### config.mk
export PLATFORM = sky130hd
export DESIGN_NAME = seq_detect_prog
export DESIGN_NICKNAME = d
export VERILOG_FILES = /design/src/rtl/seq_detect_prog.sv
export SDC_FILE = /design/constraint.sdc
export NUM_CORES = 1
export LEC_CHECK = 0
export CAP_MARGIN = 30
export CORE_MARGIN = 3
export CORE_UTILIZATION = 45
export CTS_CLUSTER_DIAMETER = 50
export DETAILED_ROUTE_END_ITERATION = 10
export GPL_TIMING_DRIVEN = 0
export PLACE_DENSITY_LB_ADDON = 0.08
export SETUP_SLACK_MARGIN = 0.5
export SYNTH_ARGS = -nofsm -noshare
export SYNTH_HDL_FRONTEND = slang
export SYNTH_SLANG_ARGS = --single-unit
### constraint.sdc
create_clock -name clk -period 5 [get_ports clk]
set_input_delay 1 -clock clk [delete_from_list [all_inputs] [get_ports clk]]
set_output_delay 1 -clock clk [all_outputs]
set_load 0.01 [all_outputs]
### src/rtl/seq_detect_prog.sv
// seq_detect_prog: programmable serial sequence detector with overlap control and saturating match count
module seq_detect_prog #(
    parameter int MAX_LEN = 8,
    parameter int CNT_W = 16,
    localparam int LEN_W = $clog2(MAX_LEN + 1)
) (
    input  logic               clk,
    input  logic               rst,
    input  logic               en,
    input  logic               xin,
    input  logic               cfg_load,
    input  logic [MAX_LEN-1:0] pattern,
    input  logic [LEN_W-1:0]   pat_len,
    input  logic               overlap,
    output logic               zout,
    output logic               match_q,
    output logic [CNT_W-1:0]   match_cnt,
    output logic [LEN_W-1:0]   fill,
    output logic               cfg_err
);
    logic [MAX_LEN-1:0] hist_q, hist_d, pat_q, pat_d;
    logic [LEN_W-1:0]   fill_q, fill_d, len_q, len_d;
    logic [CNT_W-1:0]   cnt_q, cnt_d;
    logic [MAX_LEN:0]   mask;
    logic               hit;

    assign cfg_err   = (len_q < LEN_W'(2)) || (len_q > LEN_W'(MAX_LEN));
    assign fill      = fill_q;
    assign match_cnt = cnt_q;

    // Mealy match: low cfg_len bits of {history, xin} against the pattern, once enough bits are valid
    always_comb begin
        mask = ~({(MAX_LEN + 1){1'b1}} << len_q);
        hit  = ((({hist_q, xin} ^ {1'b0, pat_q}) & mask) == '0);
        zout = en && !cfg_load && !cfg_err && hit &&
               (({1'b0, fill_q} + (LEN_W + 1)'(1)) >= {1'b0, len_q});
    end

    // Next state: a config load wipes history; non-overlapping matches restart the fill count
    always_comb begin
        pat_d  = cfg_load ? pattern : pat_q;
        len_d  = cfg_load ? pat_len : len_q;
        hist_d = cfg_load ? '0 : en ? {hist_q[MAX_LEN-2:0], xin} : hist_q;
        fill_d = cfg_load ? '0 : !en ? fill_q : (zout && !overlap) ? '0 :
                 (fill_q == LEN_W'(MAX_LEN)) ? fill_q : fill_q + LEN_W'(1);
        cnt_d  = (zout && cnt_q != '1) ? cnt_q + CNT_W'(1) : cnt_q;
    end

    // State registers with active-low synchronous reset taking priority over everything
    always_ff @(posedge clk) begin
        if (!rst) begin
            hist_q  <= '0;
            fill_q  <= '0;
            pat_q   <= '0;
            len_q   <= '0;
            cnt_q   <= '0;
            match_q <= 1'b0;
        end else begin
            hist_q  <= hist_d;
            fill_q  <= fill_d;
            pat_q   <= pat_d;
            len_q   <= len_d;
            cnt_q   <= cnt_d;
            match_q <= zout;
        end
    end
endmodule

==> flow_metrics.tcl <==
set metrics [dict create \
    status "finished clean" \
    detail_route.wl_per_cell_um 13.9 \
    cp.required_ns 4.00 \
    n_antenna_cell 0 \
    synthMuxAreaShare_pct 10.7 \
    hold_depth 2 \
    clock_path_buffers 2 \
    tightestPinTransition_ns 0.753 \
    min_period_ns 4.31 \
    final_area_sq_um 2570 \
    total_leakage_power_nw 0.919 \
    layout.nets 305 \
    cts_root_buffer "clkbuf_8" \
    vias_per_cell 5.49 \
    cts_made_buffers 5 \
    drt_iter0_markers 68 \
    dpl_cell_area_sq_um 2500 \
    io_buffers 38 \
    ys_warn_count 0 \
    synth_cells 235 \
    crit_path_end_kind "output port" \
    synth-simple-area-share_pct 23.0 \
    max_stage_delay_ns 0.54 \
    clock.fmax_mhz 232 \
    clock-sinks 40 \
    ys_seq_area_share_pct 39.0 \
    synth_top_family_by_area "simple AND/OR/NAND/NOR gates" \
    synth_largest_area_cell "dfxtp_1" \
    hold_buffers 0 \
    synth-compound-area-share_pct 13.6 \
    post_cts_buffers 0 \
    grt_pass1_wl_um 7630 \
    setup.worst_path.start_class "input port" \
    r2r_cells 11 \
    peakVddDrop_mv 0.191 \
    grt_pass1_vias 1702 \
    io_pins 41 \
    synth.avg_cell_area_sq_um 8.74 \
    cts_tree "built" \
    clock_latency_ns 0.29 \
    place_congestion 0.794 \
    ys_seq_elements 40 \
    synth_area_sq_um 2050 \
    coreArea_sq_um 4200 \
    timing.rr.end "match_cnt[12]" \
    r2r_start "fill[0]" \
    r2r_setup_slack_ns 2.34 \
    synth_ff_type "dfxtp_1" \
    crit_chain "clkdlybuf4s50_1, xnor2_1, o22ai_1, nor4_2, nand3_2, buf_6, clkbuf_1, inv_1, clkdlybuf4s50_1" \
    path_max_fanout 10 \
    synth-xor-area-share_pct 4.27 \
    dieHeight_um 73.5 \
    drv_cap 0 \
    finalCritPeriodShare_pct 86.3 \
    ant_nets 0 \
    grt_max_degree 12 \
    area_growth_pct 25.4 \
    rows 23 \
    grt_antenna_before_repair 0 \
    gr-total-overflow 0 \
    setup_viol 0 \
    drive_gt1_share_pct 5.00 \
    cts_htree_levels 2 \
    synth_cell_types 36 \
    final_common_cell "dfxtp_1" \
    fin_tns_setup_ns 0 \
    cp-startpoint "xin" \
    critical_path.endpoint "zout" \
    fin_ws_ns 0.685 \
    grt_use_total_pct 17.9 \
    dpl.hpwl_um 3410 \
    relSlewSlack_pct 49.8 \
    synthesis.nets 260 \
    synthAdderAreaFrac_pct 4.27 \
    async_reset_ff_share_pct 0 \
    powerDensity_nw_per_um2 234 \
    synth_edf_count 0 \
    critPathMostFrequentCell "clkdlybuf4s50_1" \
    cts.clk_slew.worst_paths_ns 0.08 \
    cp_slowest_cell "clkdlybuf4s50_1" \
    hold_viol 0 \
    layout.cells.non_filler 330 \
    wirelength_um 4570 \
    drc 0 \
    vias 1811 \
    final_cell_mix "40 x dfxtp_1, 38 x clkdlybuf4s50_1, 27 x nor2_1, 22 x mux2i_1, 18 x a21oi_1" \
    holdWs_ns 0.496 \
    synth_top_area_share_pct 39.0 \
    fillers 405 \
    first_pass_iters 4 \
    drv_slew 0 \
    skew_ns 0.0101 \
    synthTopCellsByArea "dfxtp_1 39%, mux2i_1 11%, nor2_1 4.9%" \
    dp_slack_ns 0.692 \
    path_class "input port to output port" \
    crit_arrival_ns 3.31 \
    die_x_um 73.5 \
    ctsResizeCount 0 \
    die_area_sq_um 5410 \
    initial_core_util_pct 48.9 \
    placed_cells 323 \
    rsz0062_at_grt "false" \
    hp-class "flop to flop" \
]
==> worst min-delay path by stage <==
stage                  startpoint            end
finish              match_cnt[14]  match_cnt[14]
global route        match_cnt[11]  match_cnt[11]
CTS                 match_cnt[14]  match_cnt[14]
detailed placement  match_cnt[14]  match_cnt[14]
global placement    match_cnt[11]  match_cnt[11]
floorplan                pat_q[5]       pat_q[5]
==> registers in the layout (all words and copies together) (netlist names) <==
name and count:
fill 4, match_cnt 16, match_q 1, hist_q 7, pat_q 8, len_q 4
==> cell usage after synthesis (3+ instances only) <==
cell      number
dfxtp_1       40
nor2_1        27
mux2i_1       22
a21oi_1       18
o31ai_1       11
nand2_1       10
nand3_1       10
clkbuf_1       9
or4_1          9
xnor2_1        9
inv_1          8
ha_1           7
o21ai_0        7
and3_1         5
nand2b_1       4
or3_1          4
a211oi_1       3
nand4_1        3
nor3b_1        3
nor4_1         3
o22ai_1        3
==> where the power goes <==
group	total (mW)	internal, mW	switching, mW
sequential	0.332	0.325	0.00647
clock	0.201	0.0949	0.106
combinational	0.0683	0.0355	0.0327
==> kinds of logic (layout without fill, tap and decap cells) <==
| group | after synthesis | after routing |
|---|---|---|
| AND/OR/NAND/NOR | 87 | 87 |
| AO/OA/AOI/OAI | 46 | 46 |
| flip-flops | 40 | 40 |
| buffers and inverters | 23 | 68 |
| multiplexers | 22 | 22 |
| XOR/XNOR | 10 | 10 |
| adder cells (fa/ha/maj) | 7 | 7 |
==> critical path: cells and delay by family <==
kind	cells	cell delay (ns)
AO/OA/AOI/OAI	1	0.10
XOR/XNOR	1	0.13
buffers and inverters	5	1.61
AND/OR/NAND/NOR	2	0.47
==> routing by layer <==
metal	track usage [%]	part of all wire (%)	vias up
met5	0	0	-
met1	22.3	46	829
met3	3.56	3.9	7
li1	-	-	941
met4	7.65	1.5	0
met2	30.0	48	34
==> final cells by class <==
cell class                 count  area (sq um)  share of cell area [%]
sequential                    40           801                    31.1
buffer                        14          72.6                    2.82
multi-input combinational    172          1150                    44.5
clock buffer                   6          72.6                    2.82
clock inverter                 1          5.00                   0.194
timing repair buffer          38           380                    14.8
inverter                       9          33.8                    1.31
tap                           50          62.6                    2.43
==> stage by stage <==
step,utilization (%),power (mW)
after floorplan,-,0.380
final,61.3,0.601
after global placement,59.4,0.407
after detailed placement,59.4,0.408
after global routing,61.3,0.625
after CTS,61.3,0.609
(Power assumes the default switching activity.)
